`config.mk`:
```
export PLATFORM = sky130hd
export DESIGN_NAME = flash_port_arbiter_flat
export DESIGN_NICKNAME = d
export VERILOG_FILES = /design/src/rtl/flash_arb_pkg.sv /design/src/rtl/flash_port_arbiter_if.sv /design/src/rtl/flash_port_arbiter.sv /design/src/flat_wrapper.sv
export SDC_FILE = /design/constraint.sdc
export NUM_CORES = 1
export LEC_CHECK = 0
export CORE_MARGIN = 3
export CORE_UTILIZATION = 31
export DETAILED_ROUTE_END_ITERATION = 16
export GPL_ROUTABILITY_DRIVEN = 1
export PLACE_DENSITY = 0.68
export SYNTH_ARGS = -nofsm -noshare
export SYNTH_HDL_FRONTEND = slang
export SYNTH_SLANG_ARGS = --single-unit
```
`constraint.sdc`:
```
create_clock -name CLK_50MHZ -period 1.55 [get_ports CLK_50MHZ]
set_clock_uncertainty 0.2 [all_clocks]
set_input_delay 0.2325 -clock CLK_50MHZ [delete_from_list [all_inputs] [get_ports CLK_50MHZ]]
set_output_delay 0.2325 -clock CLK_50MHZ [all_outputs]
set_load 0.01 [all_outputs]
```
`src/rtl/flash_arb_pkg.sv`:
```
// -----------------------------------------------------------------------------
// flash_arb_pkg
// Shared types and constants for the Flash port arbiter.
//   arb_state_t   : arbiter FSM states (IDLE/ISSUE/WAIT/DONE)
//   PORT_UART/DISP: requester port ids
//   FL_DIR_*      : Flash engine direction encoding
//   rr_pick       : round-robin winner selection for two requesters
// -----------------------------------------------------------------------------
package flash_arb_pkg;

   typedef enum logic [1:0] {
      IDLE  = 2'd0,
      ISSUE = 2'd1,
      WAIT  = 2'd2,
      DONE  = 2'd3
   } arb_state_t;

   localparam logic PORT_UART    = 1'b0;
   localparam logic PORT_DISP    = 1'b1;

   localparam logic FL_DIR_READ  = 1'b0;
   localparam logic FL_DIR_WRITE = 1'b1;

   // A lone requester always wins; under contention the preferred port wins.
   function automatic logic rr_pick(input logic [1:0] req, input logic pref);
      return (req == 2'b11) ? pref : req[1];
   endfunction

endpackage

```
`src/rtl/flash_port_arbiter_if.sv`:
```
// -----------------------------------------------------------------------------
// flash_port_arbiter_if
// Bundles the two requester ports and the Flash engine port of the arbiter.
//   req/rw/addr0/addr1/wdata0/wdata1 : requester side, driven by the ports
//   ack/err/rdata                    : completion returned to the ports
//   fl_trg/fl_flow/fl_addr/fl_wdata  : command to the Flash byte engine
//   fl_rdata/fl_status               : read data and done from the engine
// Modports: slave = the arbiter, master = the requesters plus Flash engine.
// -----------------------------------------------------------------------------
interface flash_port_arbiter_if #(
   parameter int AW = 8,
   parameter int DW = 8
);
   logic [1:0]    req;
   logic [1:0]    rw;
   logic [AW-1:0] addr0;
   logic [AW-1:0] addr1;
   logic [DW-1:0] wdata0;
   logic [DW-1:0] wdata1;
   logic [1:0]    ack;
   logic [1:0]    err;
   logic [DW-1:0] rdata;
   logic          fl_trg;
   logic          fl_flow;
   logic [AW-1:0] fl_addr;
   logic [DW-1:0] fl_wdata;
   logic [DW-1:0] fl_rdata;
   logic          fl_status;

   modport slave (
      input  req, rw, addr0, addr1, wdata0, wdata1, fl_rdata, fl_status,
      output ack, err, rdata, fl_trg, fl_flow, fl_addr, fl_wdata
   );

   modport master (
      output req, rw, addr0, addr1, wdata0, wdata1, fl_rdata, fl_status,
      input  ack, err, rdata, fl_trg, fl_flow, fl_addr, fl_wdata
   );
endinterface

```
`src/rtl/flash_port_arbiter.sv`:
```
// -----------------------------------------------------------------------------
// flash_port_arbiter
// Shares one Flash byte-access engine between port 0 (UART command manager)
// and port 1 (scoreboard display refresh reader). Round-robin grant, a single
// transaction in flight: latch the winner's command, pulse fl_trg, wait for
// fl_status, return read data with a one-cycle ack to the granted port.
//
// Ports:
//   CLK_50MHZ : system clock, rising edge
//   RST_N     : asynchronous active-low reset
//   bus       : flash_port_arbiter_if.slave (requester + Flash engine signals)
//
// Build option:
//   FLARB_TIMEOUT_EN : abort a WAIT lasting TIMEOUT_CYC cycles with err set
//                      on the granted port; undefined -> WAIT holds forever and
//                      err is tied low.
// -----------------------------------------------------------------------------
module flash_port_arbiter
   import flash_arb_pkg::*;
#(
   parameter int AW          = 8,
   parameter int DW          = 8,
   parameter int TIMEOUT_CYC = 65535
) (
   input  logic                   CLK_50MHZ,
   input  logic                   RST_N,
   flash_port_arbiter_if.slave    bus
);

   arb_state_t    state;
   logic          grant;      // port owning the transaction in flight
   logic          rr_pref;    // port that wins when both request
   logic          win;
   logic          trg_q;
   logic          flow_q;
   logic [AW-1:0] addr_q;
   logic [DW-1:0] wdata_q;
   logic [DW-1:0] rdata_q;
   logic [1:0]    ack_q;

   always_comb win = rr_pick(bus.req, rr_pref);

`ifdef FLARB_TIMEOUT_EN
   localparam int CW = $clog2(TIMEOUT_CYC + 1);
   localparam logic [CW-1:0] TMO_LAST = CW'(TIMEOUT_CYC - 1);

   logic [CW-1:0] tmo_cnt;
   logic [1:0]    err_q;
   logic          tmo_hit;

   // Expires on the TIMEOUT_CYC-th WAIT cycle without done.
   always_comb tmo_hit = (tmo_cnt == TMO_LAST);

   assign bus.err = err_q;
`else
   assign bus.err = '0;
`endif

   // NOTE: all state below uses non-blocking assignments so every register
   // samples the pre-edge values; blocking here would chain updates in order.
   always_ff @(posedge CLK_50MHZ or negedge RST_N) begin
      if (!RST_N) begin
         state   <= IDLE;
         grant   <= PORT_UART;
         rr_pref <= PORT_UART;
         trg_q   <= 1'b0;
         flow_q  <= FL_DIR_READ;
         addr_q  <= '0;
         wdata_q <= '0;
         rdata_q <= '0;
         ack_q   <= '0;
`ifdef FLARB_TIMEOUT_EN
         tmo_cnt <= '0;
         err_q   <= '0;
`endif
      end else begin
         // NOTE: pulse outputs default low each cycle and are raised only in
         // the one transition that owns them, giving exact one-cycle pulses.
         trg_q <= 1'b0;
         ack_q <= '0;
`ifdef FLARB_TIMEOUT_EN
         err_q <= '0;
`endif
         unique case (state)
            IDLE: begin
               if (|bus.req) begin
                  grant   <= win;
                  flow_q  <= bus.rw[win];
                  addr_q  <= (win == PORT_DISP) ? bus.addr1  : bus.addr0;
                  wdata_q <= (win == PORT_DISP) ? bus.wdata1 : bus.wdata0;
                  trg_q   <= 1'b1;
                  state   <= ISSUE;
               end
            end
            ISSUE: begin
               // A level done still high from earlier is ignored here.
               state <= WAIT;
`ifdef FLARB_TIMEOUT_EN
               tmo_cnt <= '0;
`endif
            end
            WAIT: begin
               // Done beats a timeout expiring in the same cycle.
               if (bus.fl_status) begin
                  if (flow_q == FL_DIR_READ) rdata_q <= bus.fl_rdata;
                  ack_q[grant] <= 1'b1;
                  state        <= DONE;
               end
`ifdef FLARB_TIMEOUT_EN
               else if (tmo_hit) begin
                  ack_q[grant] <= 1'b1;
                  err_q[grant] <= 1'b1;
                  state        <= DONE;
               end else begin
                  tmo_cnt <= tmo_cnt + 1'b1;
               end
`endif
            end
            DONE: begin
               rr_pref <= ~grant;
               state   <= IDLE;
            end
            default: state <= IDLE;
         endcase
      end
   end

   assign bus.ack      = ack_q;
   assign bus.rdata    = rdata_q;
   assign bus.fl_trg   = trg_q;
   assign bus.fl_flow  = flow_q;
   assign bus.fl_addr  = addr_q;
   assign bus.fl_wdata = wdata_q;

endmodule

```
`src/flat_wrapper.sv`:
```
// flat-port wrapper written by rule: the top's interface ports become plain ports
module flash_port_arbiter_flat import flash_arb_pkg::*;
#(
   parameter int AW          = 8,
   parameter int DW          = 8,
   parameter int TIMEOUT_CYC = 65535
)
  (CLK_50MHZ, RST_N, bus_req, bus_rw, bus_addr0, bus_addr1, bus_wdata0, bus_wdata1, bus_fl_rdata, bus_fl_status, bus_ack, bus_err, bus_rdata, bus_fl_trg, bus_fl_flow, bus_fl_addr, bus_fl_wdata);
  flash_port_arbiter_if #(.AW(AW), .DW(DW)) bus_i ();
  input  logic CLK_50MHZ;
  input  logic RST_N;
  input wire logic [$bits(bus_i.req)-1:0] bus_req;
  input wire logic [$bits(bus_i.rw)-1:0] bus_rw;
  input wire logic [$bits(bus_i.addr0)-1:0] bus_addr0;
  input wire logic [$bits(bus_i.addr1)-1:0] bus_addr1;
  input wire logic [$bits(bus_i.wdata0)-1:0] bus_wdata0;
  input wire logic [$bits(bus_i.wdata1)-1:0] bus_wdata1;
  input wire logic [$bits(bus_i.fl_rdata)-1:0] bus_fl_rdata;
  input wire logic [$bits(bus_i.fl_status)-1:0] bus_fl_status;
  output wire logic [$bits(bus_i.ack)-1:0] bus_ack;
  output wire logic [$bits(bus_i.err)-1:0] bus_err;
  output wire logic [$bits(bus_i.rdata)-1:0] bus_rdata;
  output wire logic [$bits(bus_i.fl_trg)-1:0] bus_fl_trg;
  output wire logic [$bits(bus_i.fl_flow)-1:0] bus_fl_flow;
  output wire logic [$bits(bus_i.fl_addr)-1:0] bus_fl_addr;
  output wire logic [$bits(bus_i.fl_wdata)-1:0] bus_fl_wdata;
  assign bus_i.req = bus_req;
  assign bus_i.rw = bus_rw;
  assign bus_i.addr0 = bus_addr0;
  assign bus_i.addr1 = bus_addr1;
  assign bus_i.wdata0 = bus_wdata0;
  assign bus_i.wdata1 = bus_wdata1;
  assign bus_i.fl_rdata = bus_fl_rdata;
  assign bus_i.fl_status = bus_fl_status;
  assign bus_ack = bus_i.ack;
  assign bus_err = bus_i.err;
  assign bus_rdata = bus_i.rdata;
  assign bus_fl_trg = bus_i.fl_trg;
  assign bus_fl_flow = bus_i.fl_flow;
  assign bus_fl_addr = bus_i.fl_addr;
  assign bus_fl_wdata = bus_i.fl_wdata;
  flash_port_arbiter #(.AW(AW), .DW(DW), .TIMEOUT_CYC(TIMEOUT_CYC)) u_core (.CLK_50MHZ(CLK_50MHZ), .RST_N(RST_N), .bus(bus_i));
endmodule
```
Word level (Yosys, flattened, before mapping)
Index checks and enable logic that the tools add are counted.
{ "totals": {"reg_bits": 32, "inputBits": 47, "output_inout_bits": 30} }
{ "classes": {"magnitude_cmp": 3, "n_eq_ne": 6, "muxes": 14, "bitwise": 2, "n_reduce_logical": 6} }
{ "op_table": {"columns": ["op", "n"], "rows": [
  ["2-to-1 mux 8 bit", 2],
  ["2-to-1 mux 2 bit", 4],
  ["case mux 2 bit (4 select lines)", 1],
  ["== test 2 bit, second input constant", 3],
  ["2-to-1 mux 1 bit", 6],
  ["< comparator 1 x 2 -> 1 bit, second input constant", 2],
  ["AND reduction 2 bit", 2],
  ["AND reduction 3 bit", 1],
  ["== test 2 x 1 -> 1 bit, second input constant", 1],
  ["logical NOT 2 bit", 1],
  ["!= test 2 x 1 -> 1 bit, second input constant", 1],
  ["!= test 2 bit, second input constant", 1],
  ["NOT 1 bit", 2],
  ["OR reduction 2 bit", 1],
  ["demux 1 bit (select 1 bit)", 1],
  ["greater-or-equal comparator 1 bit, second input constant", 1],
  ["logical AND 1 bit", 1]
]} }

Logic depth before layout (Yosys ltp)
{ "logic_depth": {"depth_word": 6, "depth_mapped": 7} }

Least setup slack after synthesis
No wires, ideal clock.
{ "synth_timing": {"path_type": "flip-flop to flip-flop", "startpoint": "register u_core.state[0]", "endpoint": "register u_core.rdata_q[0] (netlist: u_core.bus.rdata[0])", "t_arrival_ps": 1324, "path_slack_ps": -99, "stages_incl_launch_ff": 7, "path_buffers": 1, "cell_sequence": "dfrtp_1 -> inv_1 -> ha_1 -> nand2_1 -> or2_1 -> buf_6 -> mux2_4"} }
{ "synth_via": {"elab_chain_len": 2} }
{ "synth_lines": {"columns": ["element", "line_no", "text"], "rows": [
  ["from (decl)", "flash_port_arbiter.sv:30", "arb_state_t state;"],
  ["from (signal assigned)", "flash_port_arbiter.sv:63", "state <= IDLE;"],
  ["from (signal assigned)", "flash_port_arbiter.sv:92", "state <= ISSUE;"],
  ["from (signal assigned)", "flash_port_arbiter.sv:97", "state <= WAIT;"],
  ["== test 2 bit", "flash_port_arbiter.sv:84", "unique case (state)"],
  ["AND reduction 3 bit (no line)", null, null],
  ["to (signal assigned)", "flash_port_arbiter.sv:105", "if (flow_q == FL_DIR_READ) rdata_q <= bus.fl_rdata;"],
  ["to (decl)", "flash_port_arbiter.sv:38", "logic [DW-1:0] rdata_q;"]
]} }
Every way passes these cells.
A chain may end at the register's enable or synchronous reset.

Worst setup path in the final report
Ends and elaborated chain as after synthesis.

==> flow_metrics.tcl <==
set metrics [dict create \
    status "complete, but fails checks" \
    violations "setup timing" \
    syn-mean-instance-area_um2 10.28 \
    cts_hold_buf 0 \
    yosysTopAreaCellShare_pct 53.74 \
    p_total_mw 4.445 \
    dr.pass1.iters 7 \
    die_y_um 75.33 \
    grt_antenna_before_repair 0 \
    r2r_slack_ns -0.05 \
    hold_viol 0 \
    cts_root_buf "clkbuf_8" \
    cp.required_ns 1.52 \
    wl_per_cell_um 15.31 \
    placed_area_um2 2332 \
    drt-initial-drc-count 45 \
    first_global_vias 1401 \
    grt_max_degree 33 \
    detail-route-antenna-nets 0 \
    io_buffers 74 \
    clkSlewWorstSetupHoldPaths_ns 0.07 \
    syn_inst 145 \
    synth_edf_count 0 \
    rows 24 \
    yosysWarningCount 0 \
    gp_congestion 0.7396 \
    area_growth_pct 72.38 \
    globalRoute.totalOverflow 0 \
    ctsHtreeMaxLevel 2 \
    final_core_util_pct 57.03 \
    syn-cell-area_um2 1490 \
    setup_ws_ns -0.04732 \
    synth_ff_type "dfrtp_1" \
    fin_crit_ns 1.597 \
    wirelength_um 4348 \
    ys_seq_area_share_pct 53.74 \
    critPathCaptureType "flip-flop" \
    cts_sinks 32 \
    vias 1398 \
    crit_type "reg -> reg" \
    r2r_end "u_core.bus.rdata[0]$_DFFE_PN0P_" \
    clk_latency_ns 0.27 \
    r2r_cells 5 \
    fp.dieW_um 75.33 \
    top_level_ports 77 \
    drcViolationCount 0 \
    rsz0062_at_grt "true" \
    power_density_nw_per_um2 1730 \
    synth_seq_cells 32 \
    numCtsBuffers 5 \
    hp-class "in -> async" \
    vias_per_cell 4.923 \
    start_util_pct 33.08 \
    p_leak_nw 1.135 \
    r2r_start "u_core.state[0]$_DFFE_PN0P_" \
    layout-drive-gt1-share_pct 21.55 \
    dpl.cell_count 269 \
    startpoint_type "flip-flop" \
    hpwl_um 2794 \
    finalMaxSlewViolations 0 \
    post-synth-top-count-cell "dfrtp_1" \
    finalInstanceArea_um2 2569 \
    maxCapViolCount 0 \
    ir_drop_v 0.0008129 \
    grt_pass1_wl_um 6803 \
    min_period_over_period_pct 103.1 \
    layoutNonFillerInstCount 284 \
    clock_path_buffers 2 \
    fin_nets 281 \
    grt_use_total_pct 16.02 \
    async_flop_share_pct 100.0 \
    synth_top_area_cell "dfrtp_1" \
    cp_max_fo 8 \
    core-area_um2 4504 \
    critPathArrivalTime_ns 1.57 \
    synth_common_cells "dfrtp_1 (32), nor2_1 (21), nand3_1 (18), a31oi_1 (17), o21ai_0 (16)" \
    synth_area_leaders "dfrtp_1 (54%), mux2_4 (8.1%), a31oi_1 (7.1%)" \
    setup_viol 22 \
    ys_types 23 \
    die_area_um2 5675 \
    max_freq_mhz 626.0 \
    num_antenna_cells 0 \
    cts_tree "built" \
]
-- repair_timing --
action / 4_1_cts / 5_1_grt
cloned: 2 / 1
endpoints found under the setup margin: 55 / 27
pin swaps: 2 / 3
setup buffers: 4 / 2
gates resized for setup: 42 / 15
-- worst max path at each step --
stage                           startpoint                                  to  slack, ns  cells past startpoint
2_1_floorplan  u_core.state[0]$_DFFE_PN0P_     u_core.bus.rdata[0]$_DFFE_PN0P_       -0.1                      6
3_3_place_gp                 bus_fl_status     u_core.bus.rdata[1]$_DFFE_PN0P_      -0.28                      4
3_5_place_dp                    bus_req[0]  u_core.bus.fl_wdata[1]$_DFFE_PN0P_      -0.33                      4
4_1_cts        u_core.state[0]$_DFFE_PN0P_     u_core.bus.rdata[0]$_DFFE_PN0P_      -0.06                      5
5_1_grt        u_core.state[0]$_DFFE_PN0P_     u_core.bus.rdata[5]$_DFFE_PN0P_      -0.12                      5
6_report       u_core.state[0]$_DFFE_PN0P_     u_core.bus.rdata[0]$_DFFE_PN0P_      -0.05                      5
-- flip-flops by register name, indices dropped and copies added (netlist names) --
| register | flops |
|---|---|
| u_core.bus.ack | 2 |
| u_core.bus.fl_addr | 8 |
| u_core.bus.fl_flow | 1 |
| u_core.bus.fl_trg | 1 |
| u_core.bus.fl_wdata | 8 |
| u_core.bus.rdata | 8 |
| u_core.grant | 1 |
| u_core.rr_pref | 1 |
| u_core.state | 2 |
-- worst max-delay path: stages, from the launching register on --
cell and delay [ns]:
dfrtp_1 0.38, inv_2 0.08, ha_4 0.14, nand2_2 0.06, or2_4 0.32, mux2_4 0.31
-- logic make-up after synthesis --
| logic type | after synthesis | share of synthesized area (%) |
|---|---|---|
| AO/OA/AOI/OAI | 39 | 14.95 |
| adder cells (fa/ha/maj) | 3 | 2.519 |
| other | 1 | 0.2516 |
| multiplexers | 9 | 8.816 |
| AND/OR/NAND/NOR | 44 | 13.35 |
| flip-flops | 32 | 53.74 |
| buffers and inverters | 17 | 6.380 |
-- layout make-up --
cell class | instances | area, um2
fill | 410 | 1936
timing repair buffer | 91 | 919.6
inverter | 4 | 21.27
clock buffer | 6 | 82.58
multi-input combinational | 97 | 669.4
sequential | 32 | 800.8
tap | 52 | 65.06
clock inverter | 2 | 10.01
-- routing by layer --
| metal | vias up | track usage, % | part of all wire (%) |
|---|---|---|---|
| met4 | 0 | 2.913 | 0.23 |
| met3 | 2 | 5.409 | 8.0 |
| met1 | 664 | 20.95 | 43 |
| li1 | 678 | - | - |
| met2 | 54 | 26.17 | 49 |
| met5 | - | 0 | 0 |
-- metrics by stage --
| stage | TNS (ns) | hold slack (ns) | setup WS [ns] |
|---|---|---|---|
| 4_1_cts | -0.6986 | 0.1196 | -0.06034 |
| 6_report | -0.5410 | 0.1100 | -0.04732 |
| 5_1_grt | -2.463 | 0.1146 | -0.1242 |
| 3_5_place_dp | -7.897 | 0.2554 | -0.3301 |
| 3_3_place_gp | -7.004 | 0.2534 | -0.2808 |
| 2_1_floorplan | -0.7918 | -0.2631 | -0.09898 |
-- placed cells by master (no fill, tap or decap), drive strengths merged, types with 2 or more instances in the layout --
| cell | count |
|---|---|
| clkdlybuf4s50 | 45 |
| clkinv | 2 |
| o21ai | 18 |
| dlygate4sd2 | 28 |
| a31oi | 17 |
| nand3 | 18 |
| a21oi | 2 |
| clkbuf | 7 |
| buf | 16 |
| dfrtp | 32 |
| mux2 | 9 |
| inv | 3 |
| ha | 3 |
| conb | 2 |
| nor2 | 21 |
-- report_power, final --
part	switching (mW)	internal (mW)	leakage [nW]
sequential	0.229	1.25	0.373
clock	0.298	0.354	0.0510
combinational	1.00	1.32	0.712
No activity file was read; power rests on OpenSTA's default activity.
